==> src/rtl/amp_ascii_streamer.sv <==
// amp_ascii_streamer: turns a binary amplitude into a 4-digit ASCII line
// (optionally CR LF terminated) and streams it over a byte valid/ready port.
// Conversion is a sequential double-dabble, one bit per cycle.
module amp_ascii_streamer #(
    parameter int VALUE_W       = 14,
    parameter bit SEND_CRLF     = 1'b1,
    parameter bit BLANK_LEADING = 1'b0
) (
    input  logic               CLK,
    input  logic               RESETN,
    input  logic               START,
    input  logic [VALUE_W-1:0] VALUE,
    output logic [7:0]         TX_DATA,
    output logic               TX_VALID,
    input  logic               TX_READY,
    output logic               BUSY,
    output logic               DONE,
    output logic [15:0]        BCD
);

    localparam logic [1:0] S_IDLE    = 2'd0;
    localparam logic [1:0] S_CONVERT = 2'd1;
    localparam logic [1:0] S_SEND    = 2'd2;
    localparam logic [1:0] S_FINISH  = 2'd3;

    // Compare in a width that holds both VALUE and 9999 so the clamp sees
    // every VALUE bit, whatever VALUE_W is.
    localparam int         EXT_W    = (VALUE_W > 14) ? VALUE_W : 14;
    localparam logic [3:0] LAST_CNT = 4'd13;
    localparam logic [2:0] LAST_K   = SEND_CRLF ? 3'd5 : 3'd3;

    logic [1:0]       state_q, state_d;
    logic [3:0]       cnt_q, cnt_d;
    logic [13:0]      bin_q, bin_d;
    logic [15:0]      sh_q, sh_d;
    logic [15:0]      bcd_q, bcd_d;
    logic [2:0]       k_q, k_d;

    logic [EXT_W-1:0] value_ext;
    logic [13:0]      clamped;
    logic [15:0]      adj;
    logic [15:0]      dabble;
    logic [7:0]       ch;
    logic             blank0, blank1, blank2;

    // Zero-extend VALUE and clamp to the largest 4-digit number.
    always_comb begin
        value_ext                = '0;
        value_ext[VALUE_W-1:0]   = VALUE;
        clamped                  = (value_ext > EXT_W'(9999)) ? 14'd9999 : value_ext[13:0];
    end

    // Double-dabble step: add 3 to every nibble >= 5, then shift in the next bit.
    always_comb begin
        adj = sh_q;
        for (int i = 0; i < 4; i++) begin
            if (sh_q[4*i +: 4] >= 4'd5) adj[4*i +: 4] = sh_q[4*i +: 4] + 4'd3;
        end
        dabble = {adj[14:0], bin_q[13]};
    end

    // Next-state logic for the sequencer and its datapath registers.
    always_comb begin
        state_d = state_q;
        cnt_d   = cnt_q;
        bin_d   = bin_q;
        sh_d    = sh_q;
        bcd_d   = bcd_q;
        k_d     = k_q;
        case (state_q)
            S_IDLE: begin
                if (START) begin
                    bin_d   = clamped;
                    sh_d    = '0;
                    cnt_d   = '0;
                    state_d = S_CONVERT;
                end
            end
            S_CONVERT: begin
                sh_d  = dabble;
                bin_d = {bin_q[12:0], 1'b0};
                cnt_d = cnt_q + 4'd1;
                if (cnt_q == LAST_CNT) begin
                    bcd_d   = dabble;
                    k_d     = '0;
                    state_d = S_SEND;
                end
            end
            S_SEND: begin
                if (TX_READY) begin
                    if (k_q == LAST_K) state_d = S_FINISH;
                    else               k_d     = k_q + 3'd1;
                end
            end
            default: state_d = S_IDLE;
        endcase
    end

    // State registers; reset drops any line in flight.
    always_ff @(posedge CLK or negedge RESETN) begin
        if (!RESETN) begin
            state_q <= S_IDLE;
            cnt_q   <= '0;
            bin_q   <= '0;
            sh_q    <= '0;
            bcd_q   <= '0;
            k_q     <= '0;
        end else begin
            state_q <= state_d;
            cnt_q   <= cnt_d;
            bin_q   <= bin_d;
            sh_q    <= sh_d;
            bcd_q   <= bcd_d;
            k_q     <= k_d;
        end
    end

    // Character for index k; a leading digit blanks only if all digits before it are zero.
    always_comb begin
        blank0 = BLANK_LEADING && (bcd_q[15:12] == 4'd0);
        blank1 = blank0 && (bcd_q[11:8] == 4'd0);
        blank2 = blank1 && (bcd_q[7:4] == 4'd0);
        ch     = 8'h00;
        case (k_q)
            3'd0:    ch = blank0 ? 8'h20 : {4'h3, bcd_q[15:12]};
            3'd1:    ch = blank1 ? 8'h20 : {4'h3, bcd_q[11:8]};
            3'd2:    ch = blank2 ? 8'h20 : {4'h3, bcd_q[7:4]};
            3'd3:    ch = {4'h3, bcd_q[3:0]};
            3'd4:    ch = 8'h0D;
            3'd5:    ch = 8'h0A;
            default: ch = 8'h00;
        endcase
    end

    // Outputs decode straight from registered state, so they are stable while stalled.
    assign TX_VALID = (state_q == S_SEND);
    assign TX_DATA  = TX_VALID ? ch : 8'h00;
    assign BUSY     = (state_q == S_CONVERT) || (state_q == S_SEND);
    assign DONE     = (state_q == S_FINISH);
    assign BCD      = bcd_q;

endmodule

==> config.mk <==
export PLATFORM = sky130hd
export DESIGN_NAME = amp_ascii_streamer
export DESIGN_NICKNAME = d
export VERILOG_FILES = /design/src/rtl/amp_ascii_streamer.sv
export SDC_FILE = /design/constraint.sdc
export NUM_CORES = 1
export LEC_CHECK = 0
export ABC_AREA = 1
export ABC_CLOCK_PERIOD_IN_PS = 1900
export CORE_MARGIN = 2
export CORE_UTILIZATION = 54
export DETAILED_ROUTE_END_ITERATION = 12
export HOLD_SLACK_MARGIN = 0.1
export PLACE_DENSITY = 0.83
export SYNTH_ARGS = -nofsm -noshare
export SYNTH_HDL_FRONTEND = slang
export SYNTH_SLANG_ARGS = --single-unit
==> constraint.sdc <==
create_clock -name CLK -period 1.9 [get_ports CLK]
set_input_delay 0.285 -clock CLK [delete_from_list [all_inputs] [get_ports CLK]]
set_output_delay 0.285 -clock CLK [all_outputs]
set_load 0.05 [all_outputs]
; ---- Word-level counts from Yosys, hierarchy flattened
; Index checks and enable logic that the tools add are counted.
[word_totals]
elab_cells = 62
output_inout_bits = 27
in_bits = 18
ff_bits = 55
[classes]
muxes = 22
n_eq_ne = 14
reduce_logical = 9
n_lt_le_gt_ge = 5
add_sub_neg = 6
[op_table]
columns = op, count
row1 = $pmux W6 S6, 1
row2 = $pmux W16 S2, 1
row3 = $mux W14, 2
row4 = $pmux W14 S2, 1
row5 = $ge A4 B3 Y1 const B, 4
row6 = $mux W16, 1
row7 = $mux W4, 4
row8 = $gt A14 B14 Y1 const B, 1
row9 = $add A4 B2 Y4 const B, 3
row10 = $mux W3, 4
row11 = $mux W2, 4
row12 = $mux W8, 1
row13 = $pmux W4 S2, 1
row14 = $reduce_and A4 Y1, 2
row15 = $eq A3 B2 Y1 const B, 2
row16 = $eq A3 B3 Y1 const B, 2
row17 = $ne A2 B2 Y1 const B, 3
row18 = $pmux W2 S3, 1
row19 = $pmux W3 S2, 1
row20 = $add A4 B1 Y4 const B, 1
row21 = $eq A2 B2 Y1 const B, 2
row22 = $eq A4 B4 Y1 const B, 1
row23 = $ne A2 B1 Y1 const B, 2
row24 = $reduce_and A2 Y1, 2
row25 = other kinds (8), 9

; ---- Depth between registers and ports, before layout
; Gate-level depths: netlist of the first run.
[logic_depth]
ltp_word = 4
ltp_mapped = 10
depth_no_buf = 10

; ---- Least setup slack after synthesis of the first run
; OpenSTA, ideal clock, no wires.
[synth_timing]
path_type = register to output
from = register state_q[0]
to = output TX_DATA[5]
n_path_buf = 1
t_required_ps = 1615
path_slack_ps = -763
path_stages_with_launch = 6
arrival_ps = 2378
cell_sequence = dfrtp_1 -> inv_1 -> ha_1 -> inv_1 -> a21oi_1 -> buf_4
[synth_between]
elab_chain_len = 2
[synth_rtl]
columns = element, line
row1 = "start, declared", 32  ; logic [1:0] state_q, state_d;
row2 = "start signal, assigned", 109  ; state_q <= state_d;
row3 = $eq A2 B2 Y1, 136  ; assign TX_VALID = (state_q == S_SEND);
row4 = net TX_VALID, 14  ; output logic TX_VALID,
row5 = $mux W8, 137  ; assign TX_DATA = TX_VALID ? ch : 8'h00;
row6 = "end, declared", 13  ; output logic [7:0] TX_DATA,
; The timed path passes the listed nets, and every way through them passes these cells.

; ---- Worst setup path after layout of the first run
[layout_timing]
from = register k_q[0]
to = output TX_DATA[0]
[layout_between]
elab_chain_len = 3
elab_cells_between_ends = 8
classes_between = eq/ne (5) / mux (2) / reduce/logical (1)
[layout_rtl]
columns = element, line
row1 = "start, declared", 37  ; logic [2:0] k_q, k_d;
row2 = "start signal, assigned", 114  ; k_q <= k_d;
row3 = $eq A3 B3 Y1 (tied with other cells), 124  ; case (k_q)
row4 = $pmux W6 S6 *, 124
row5 = $mux W8 *, 137
; Mark *: on every way between the ends. The rest lies on a longest branch, timed or not.

==> results.json, run 1 <==
{
  "outcome": "complete, but fails checks",
  "violations": "setup timing",
  "drc_errors": 0,
  "rsz0062_at_grt": "yes",
  "max_freq_mhz": 495,
  "dieArea_mm2": 0.00633,
  "numClockSinks": 55,
  "endpoint_kind": "output pin",
  "syn_inst": 396,
  "core-area_mm2": 0.00551,
  "path_class": "flip-flop to output pin",
  "grt_pass1_wl_mm": 12.6,
  "met1_length_mm": 3.30,
  "rows": 27,
  "grt_usage_pct": 25.6,
  "clk_pin_slew_ns": 0.13,
  "r2r_end": "k_q[0]",
  "setup_ws_ns": -0.120,
  "ctsLongestPathBuffers": 2,
  "io_buffers": 42,
  "die_w_um": 79.5,
  "fin_tns_setup_ns": -0.432,
  "fin_skew_ns": 0.0276,
  "wl_mm": 8.20,
  "insertion_delay_ns": 0.34,
  "startpoint": "k_q[0]",
  "power-per-cell-area_mw_per_mm2": 1330,
  "ys_warn_count": 0,
  "dpl-instance-area_mm2": 0.00366,
  "setup_violations": 6,
  "synth_cell_type_count": 29,
  "tritoncts.num_buffers": 5,
  "min_path_type": "input port to asynchronous set/reset pin",
  "r2r_start": "state_q[1]",
  "worst_pin_slew_ns": 0.511,
  "syn_area_mm2": 0.00308,
  "routed.top_layer": "met4",
  "vdd_drop_max_uv": 716,
  "antenna_found_initial": 0,
  "cp_max_fo": 5,
  "dr_wl_met2_mm": 4.09,
  "fin_crit_sh_pct": 106,
  "critPathRequiredTime_ns": 1.62,
  "ys_seq_area_share_pct": 44.7,
  "grt_overflow": 0,
  "hpwl_mm": 5.16,
  "hold_viol": 0,
  "wl_per_cell_um": 15.7,
  "num_antenna_cells": 0,
  "grt_max_degree": 56,
  "leakage_nw": 1.82,
  "ant_nets": 0,
  "worstSetupStartpointType": "flip-flop",
  "r2r_slack_ns": 0.04,
  "cts-htree-levels": 2,
  "avgSynthCellArea_um2": 7.78,
  "initialDrtViolationCount": 289,
  "drive_gt1_share_pct": 15.8,
  "gp_congestion": 0.869,
  "nFillCells": 373,
  "nNetsFinal": 487,
  "slew_headroom_pct": 65.8,
  "drv_cap": 0,
  "met3_length_um": 559,
  "fin_area_mm2": 0.00400,
  "utilization_pct": 72.6,
  "area_growth_pct": 29.7,
  "final_cells": 522,
  "period_needed_ns": 2.02,
  "ios": 45,
  "ys_ff_latch": 55,
  "fp.dieH_um": 79.5,
  "worstPathArrival_ns": 1.74,
  "initial_core_util_pct": 56.0,
  "finalMaxSlewViolations": 0,
  "vias": 2930,
  "viasPerCell": 5.61,
  "cts_tree": "built",
  "cts_root_buf": "clkbuf_8",
  "grt_pass1_vias": 2716,
  "place_inst": 502,
  "drt_pass1_iterations": 6,
  "r2r_cells": 8
}
-- synth_stat cells (all sizes together) --
cell type / instances / area, um2
a41oi: 3 / 26.3
o211ai: 3 / 22.5
dfrtp: 55 / 1380
ha: 20 / 250
a21oi: 14 / 70.1
o21bai: 1 / 7.51
nor2: 42 / 175
and3: 1 / 6.26
o22ai: 10 / 62.6
nand3: 18 / 90.1
clkinv: 1 / 3.75
inv: 43 / 164
buf: 11 / 86.3
o21ai: 45 / 229
clkbuf: 4 / 15.0
nand2: 115 / 432
nand4: 5 / 31.3
xor2: 1 / 8.76
or2: 1 / 6.26
o31ai: 2 / 15.0
conb: 1 / 3.75
-- registers in the layout (all words and copies together) (netlist names) --
name,flops
sh_q,16
k_q,3
cnt_q,4
state_q,2
BCD,16
bin_q,14
-- repair_timing --
action	CTS	global route
resized for setup	17	28
hold buffers	1	0
buffers inserted	7	2
pin swaps	5	5
endpoints found under the setup margin	8	45
gates cloned	0	2
hold endpoints to repair	55	0
-- layer usage --
metal | GRT usage [%] | vias up
met2 | 43.1 | 135
met3 | 4.64 | 21
met1 | 32.9 | 1389
met4 | 9.31 | 0
met5 | 0 | -
li1 | - | 1385
-- area by class of cell --
| type | count | area, um2 | area share [%] |
|---|---|---|---|
| Multi-Input combinational cell | 283 | 1600 | 40.1 |
| Inverter | 44 | 183 | 4.57 |
| Clock inverter | 3 | 25.0 | 0.626 |
| Clock buffer | 5 | 68.8 | 1.72 |
| Timing Repair Buffer | 58 | 633 | 15.8 |
| Sequential cell | 55 | 1380 | 34.5 |
| Tap cell | 72 | 90.1 | 2.25 |
| Timing Repair inverter | 2 | 15.0 | 0.376 |
-- worst max-delay path by stage --
stage / end / slack (ns) / cells after the start
final: TX_DATA[0] / -0.12 / 7
after global routing: TX_DATA[1] / -0.17 / 5
after CTS: TX_DATA[1] / -0.03 / 7
after detailed placement: cnt_q[3] / 0.007 / 9
after global placement: cnt_q[3] / 0.08 / 9
after floorplan: TX_DATA[5] / 0.04 / 5
-- power breakdown --
group	internal, mW	switching [mW]
registers	1.45	0.222
logic	1.12	1.81
clock network	0.265	0.436
total	2.84	2.47
-- worst max-delay path, stage by stage (launching register included) --
cell     delay [ns]
dfrtp_2        0.48
inv_4          0.11
ha_4           0.17
nand2_4        0.07
inv_4          0.10
nand2_2        0.06
a41oi_2        0.25
buf_12         0.17
-- per-stage QoR --
step           power, mW  setup slack, ns  hold WS (ns)
6_report            5.31           -0.120         0.465
5_1_grt             5.68           -0.166         0.515
4_1_cts             5.04          -0.0320         0.493
3_5_place_dp        4.19          0.00737         0.305
3_3_place_gp        4.09           0.0802         0.302
2_1_floorplan       3.46           0.0365       -0.0106
-- logic make-up (layout without fill, tap and decap cells) --
group,Yosys count,after routing,share of synthesized area [%]
and+or+nand+nor,182,182,24.0
AOI/OAI and AO/OA,78,78,14.0
buffers and inverters,59,112,8.73
DFF,55,55,44.7
adders and majority gates,20,20,8.12
other,1,2,0.122
xor gates and xnor gates,1,1,0.284
-- cell usage in the layout, fill, tap and decap left out, types with 2 or more instances in the layout --
master | synthesis | layout
o211ai_1 | 3 | 3
ha_2 | 0 | 2
ha_1 | 20 | 12
buf_6 | 3 | 4
inv_4 | 1 | 2
nand3_1 | 18 | 18
clkinv_4 | 0 | 2
nor2_1 | 39 | 37
o22ai_1 | 10 | 10
clkdlybuf4s50_1 | 0 | 31
a21oi_1 | 14 | 12
o31ai_1 | 2 | 2
nand4_1 | 5 | 5
buf_4 | 5 | 12
nor2_4 | 2 | 3
clkinvlp_4 | 0 | 5
inv_2 | 2 | 5
nand2_2 | 0 | 2
dfrtp_1 | 55 | 53
a41oi_2 | 0 | 2
nand2_1 | 115 | 112
clkbuf_8 | 0 | 5
inv_1 | 40 | 34
o21ai_0 | 37 | 33
nor2_2 | 1 | 2
conb_1 | 1 | 2
buf_12 | 0 | 8
dfrtp_2 | 0 | 2
o21ai_1 | 7 | 10
ha_4 | 0 | 6
No activity file was read; power rests on OpenSTA's default activity.
==> inputs of run 2 (changes only) <==
Settings changed: CORE_UTILIZATION 54 to 45, DONT_BUFFER_PORTS set to 1, PLACE_DENSITY 0.83 to 0.64.
==> results.json, run 2 (synthesized netlist as in run 1, its figures left out) <==
{
  "outcome": "complete, but fails checks",
  "violations": "setup timing",
  "drv_cap": 0,
  "vdd_drop_max_uv": 573,
  "fp.dieH_um": 86.8,
  "met3_length_um": 363,
  "critPathRequiredTime_ns": 1.62,
  "leakage_nw": 1.77,
  "slowest_stage": "dfrtp_2",
  "numClockSinks": 55,
  "setup_violations": 6,
  "cts_tree": "built",
  "worstPathArrival_ns": 1.69,
  "tritoncts.num_buffers": 5,
  "power-per-cell-area_mw_per_mm2": 1360,
  "min_from": "VALUE[1]",
  "cts_root_buf": "clkbuf_8",
  "dr_wl_met2_mm": 3.72,
  "dieArea_mm2": 0.00753,
  "nNetsFinal": 467,
  "min_path_type": "input port to flip-flop",
  "worst_pin_slew_ns": 0.535,
  "rsz0062_at_grt": "yes",
  "vias": 2658,
  "drt_pass1_iterations": 4,
  "initialDrtViolationCount": 123,
  "die_w_um": 86.8,
  "startpoint": "k_q[0]",
  "r2r_start": "state_q[0]",
  "io_buffers": 0,
  "setup_ws_ns": -0.0731,
  "clk_pin_slew_ns": 0.10,
  "max_freq_mhz": 507,
  "ant_nets": 0,
  "period_needed_ns": 1.97,
  "initial_core_util_pct": 45.9,
  "path_class": "flip-flop to output pin",
  "grt_pass1_wl_mm": 11.6,
  "wl_mm": 7.44,
  "layout_common_cells": "nand2_1 (111), dfrtp_1 (52), nor2_1 (38), inv_1 (34), o21ai_0 (34)",
  "fin_area_mm2": 0.00378,
  "fin_skew_ns": 0.0109,
  "grt_max_degree": 56,
  "crit_chain": "buf_4, ha_4, o21ai_2, nand4_1, a21oi_2, nor2_2, buf_12",
  "grt_overflow": 0,
  "drive_gt1_share_pct": 19.1,
  "routed.top_layer": "met4",
  "dpl-instance-area_mm2": 0.00340,
  "utilization_pct": 56.2,
  "core-area_mm2": 0.00672,
  "wl_per_cell_um": 14.6,
  "drc_errors": 0,
  "met1_length_mm": 3.31,
  "cp_max_fo": 7,
  "gp_congestion": 0.826,
  "antenna_found_initial": 0,
  "grt_pass1_vias": 2485,
  "hpwl_mm": 5.06,
  "ios": 45,
  "ctsLongestPathBuffers": 2,
  "finalMaxSlewViolations": 0,
  "fin_tns_setup_ns": -0.272,
  "grt_usage_pct": 19.5,
  "final_common_cell": "nand2_1",
  "insertion_delay_ns": 0.32,
  "viasPerCell": 5.21,
  "rows": 30,
  "fin_crit_sh_pct": 104,
  "hold_viol": 0,
  "slew_headroom_pct": 64.3,
  "cts-htree-levels": 2,
  "worstSetupStartpointType": "flip-flop",
  "area_growth_pct": 22.6,
  "endpoint_kind": "output pin",
  "crit_path_max_incr_delay_ns": 0.45,
  "num_antenna_cells": 0
}
-- run 2: area by class of cell --
| cell class | instances | area, um2 |
|---|---|---|
| Tap cell | 80 | 100 |
| Fill cell | 621 | 2940 |
| Sequential cell | 55 | 1380 |
| Multi-Input combinational cell | 283 | 1590 |
| Timing Repair inverter | 2 | 15.0 |
| Clock inverter | 3 | 47.5 |
| Inverter | 44 | 181 |
| Timing Repair Buffer | 38 | 399 |
| Clock buffer | 5 | 68.8 |
-- run 2: report_power, final --
group          switching [mW]  internal [mW]
logic                    1.70          0.972
registers               0.205           1.45
clock network           0.410          0.400
total                    2.32           2.83
-- run 2: worst max-delay path: cells and delay by family (launching register included) --
kind,cells,cell delay (ns)
DFF,1,0.45
buffers and inverters,2,0.30
AOI/OAI and AO/OA,2,0.26
adders and majority gates,1,0.18
and+or+nand+nor,2,0.17
-- run 2: final timing paths --
path | end | slack, ns | depth (start not counted)
worst max-delay path | TX_DATA[3] | -0.07 | 7
worst min-delay path | bin_q[1] | 0.15 | 4
worst max register to register | BCD[15] | 0.08 | 7
worst min register to register | bin_q[0] | 0.48 | 2
max in group asynchronous | k_q[1] | 1.13 | 2
min in group asynchronous | BCD[3] | 0.49 | 2
-- run 2: metal layers --
metal	vias up	global-route usage, %
li1	1353	-
met1	1236	26.1
met2	65	32.5
met3	4	3.71
met4	0	5.40
met5	-	0
-- run 2: what timing repair did --
item / CTS / global route
hold endpoints to repair: 55 / 0
hold buffers: 2 / 0
pin swaps: 1 / 5
setup buffers: 3 / 7
cloned: 0 / 2
endpoints found under the setup margin: 6 / 22
resized for setup: 13 / 23
-- run 2: stage by stage --
stage	hold slack, ns	cells	worst slack (ns)	power, mW
6_report	0.150	510	-0.0731	5.14
5_1_grt	0.153	510	-0.117	5.51
4_1_cts	0.149	501	-0.0630	4.90
3_5_place_dp	-0.00877	488	0.113	3.96
3_3_place_gp	-0.00859	488	0.167	3.89
2_1_floorplan	-0.0106	397	0.0365	3.46
==> inputs of run 3 (changes only) <==
Settings changed: ABC_CLOCK_PERIOD_IN_PS 1900 to 2000, CTS_CLUSTER_DIAMETER set to 100.
Clock period 1.9 ns to 2 ns, I/O delays scaled along.
==> results.json, run 3 (synthesized netlist as in run 1, its figures left out) <==
{
  "drive_gt1_share_pct": 15.6,
  "cts_tree": "built",
  "utilization_pct": 53.6,
  "num_antenna_cells": 0,
  "worst_pin_slew_ns": 0.525,
  "antenna_found_initial": 0,
  "nNetsFinal": 460,
  "place_inst": 487,
  "grt_max_degree": 56,
  "ant_nets": 0,
  "period_needed_ns": 1.97,
  "initialDrtViolationCount": 166,
  "fin_tns_setup_ns": 0,
  "worstSetupStartpointType": "flip-flop",
  "hold_viol": 0,
  "hpwl_mm": 5.10,
  "wl_per_cell_um": 14.2,
  "numClockSinks": 55,
  "final_cells": 503,
  "setup_violations": 0,
  "ctsLongestPathBuffers": 2,
  "path_class": "flip-flop to output pin",
  "fin_total_pwr_mw": 4.52,
  "dieArea_mm2": 0.00753,
  "viasPerCell": 5.24,
  "cts-htree-levels": 2,
  "ios": 45,
  "rsz0062_at_grt": "yes",
  "vdd_drop_max_uv": 550,
  "nFillCells": 654,
  "setup_ws_ns": 0.0333,
  "cp_max_fo": 5,
  "clk_pin_slew_ns": 0.10,
  "finalMaxSlewViolations": 0,
  "tritoncts.num_buffers": 5,
  "insertion_delay_ns": 0.32,
  "max_freq_mhz": 508,
  "initial_core_util_pct": 45.9,
  "drt_pass1_iterations": 4,
  "power-per-cell-area_mw_per_mm2": 1250,
  "leakage_nw": 1.71,
  "slew_headroom_pct": 65.0,
  "die_w_um": 86.8,
  "outcome": "completed",
  "grt_usage_pct": 19.9,
  "endpoint_kind": "output pin",
  "regArea_mm2": 0.00138,
  "fin_skew_ns": 0.0115,
  "final_common_cell": "nand2_1",
  "multi_input_area_mm2": 0.00155,
  "wl_mm": 7.14,
  "fin_crit_sh_pct": 98.3,
  "io_buffers": 0,
  "area_growth_pct": 17.0,
  "grt_pass1_vias": 2499,
  "layout_common_cells": "nand2_1 (114), dfrtp_1 (54), nor2_1 (38), inv_1 (36), o21ai_0 (36)",
  "vias": 2635,
  "grt_overflow": 0,
  "grt_pass1_wl_mm": 11.8,
  "drc_errors": 0,
  "gp_congestion": 0.843,
  "drv_cap": 0,
  "pre_cts_slack_ns": 0.0688,
  "worstPathArrival_ns": 1.67,
  "min_path_type": "input port to flip-flop",
  "cts_root_buf": "clkbuf_8",
  "core-area_mm2": 0.00672,
  "critPathRequiredTime_ns": 1.70,
  "fp.dieH_um": 86.8,
  "rows": 30
}
run 3: changes by cell type in the layout (fill, tap and decap cells not counted), moves of 3 or more:
cell	before	now
nand2_2	4	1
nand2_1	111	114
buf_4	28	25
buf_6	1	4
buf_12	7	1
run 3: power breakdown:
part | internal, mW | switching (mW)
Combinational | 0.741 | 1.51
Clock | 0.316 | 0.378
Sequential | 1.38 | 0.200
Total | 2.43 | 2.09
run 3: path summary, 6_finish.rpt:
check / startpoint / to / slack, ns / depth (start not counted)
setup / recovery: k_q[1] / TX_DATA[5] / 0.03 / 7
hold / removal: VALUE[9] / bin_q[9] / 0.17 / 4
setup reg to reg: state_q[1] / sh_q[3] / 0.19 / 7
hold reg to reg: bin_q[9] / bin_q[9] / 0.49 / 2
max in group asynchronous: RESETN / k_q[0] / 1.25 / 2
min in group asynchronous: RESETN / sh_q[4] / 0.49 / 2
run 3: final cells by class:
type                            count  share of cell area, %
Timing Repair Buffer               32                   8.05
Timing Repair inverter              1                  0.208
Sequential cell                    55                   38.2
Tap cell                           80                   2.78
Multi-Input combinational cell    283                   43.1
Inverter                           44                   4.76
Clock inverter                      1                  0.208
Clock buffer                        7                   2.67
run 3: metal layers:
metal  global-route usage, %  part of all wire, %
met3                    4.10                  4.5
met5                       0                    0
met2                    31.5                   47
met1                    26.9                   47
met4                    7.39                  1.7
run 3: worst max-delay path, stage by stage (launching register included):
cell and delay [ns]:
dfrtp_1 0.45, buf_4 0.16, ha_1 0.16, nand2_1 0.08, inv_2 0.07, nor2_1 0.17
a21oi_4 0.09, buf_12 0.18
run 3: through the flow:
step           instance area (um2)  hold slack, ns
6_report                      3600           0.166
4_1_cts                       3510           0.161
5_1_grt                       3600           0.173
3_3_place_gp                  3330         0.00667
3_5_place_dp                  3330         0.00669
2_1_floorplan                 3130         0.00441
run 3: repair_timing:
item                                    in CTS  in global routing
gates resized for setup                      9                 14
hold buffers                                 2                  0
setup buffers                                1                  4
pin swaps                                    0                  3
cloned                                       0                  1
endpoints found under the setup margin       5                 22
hold endpoints to repair                    55                  0
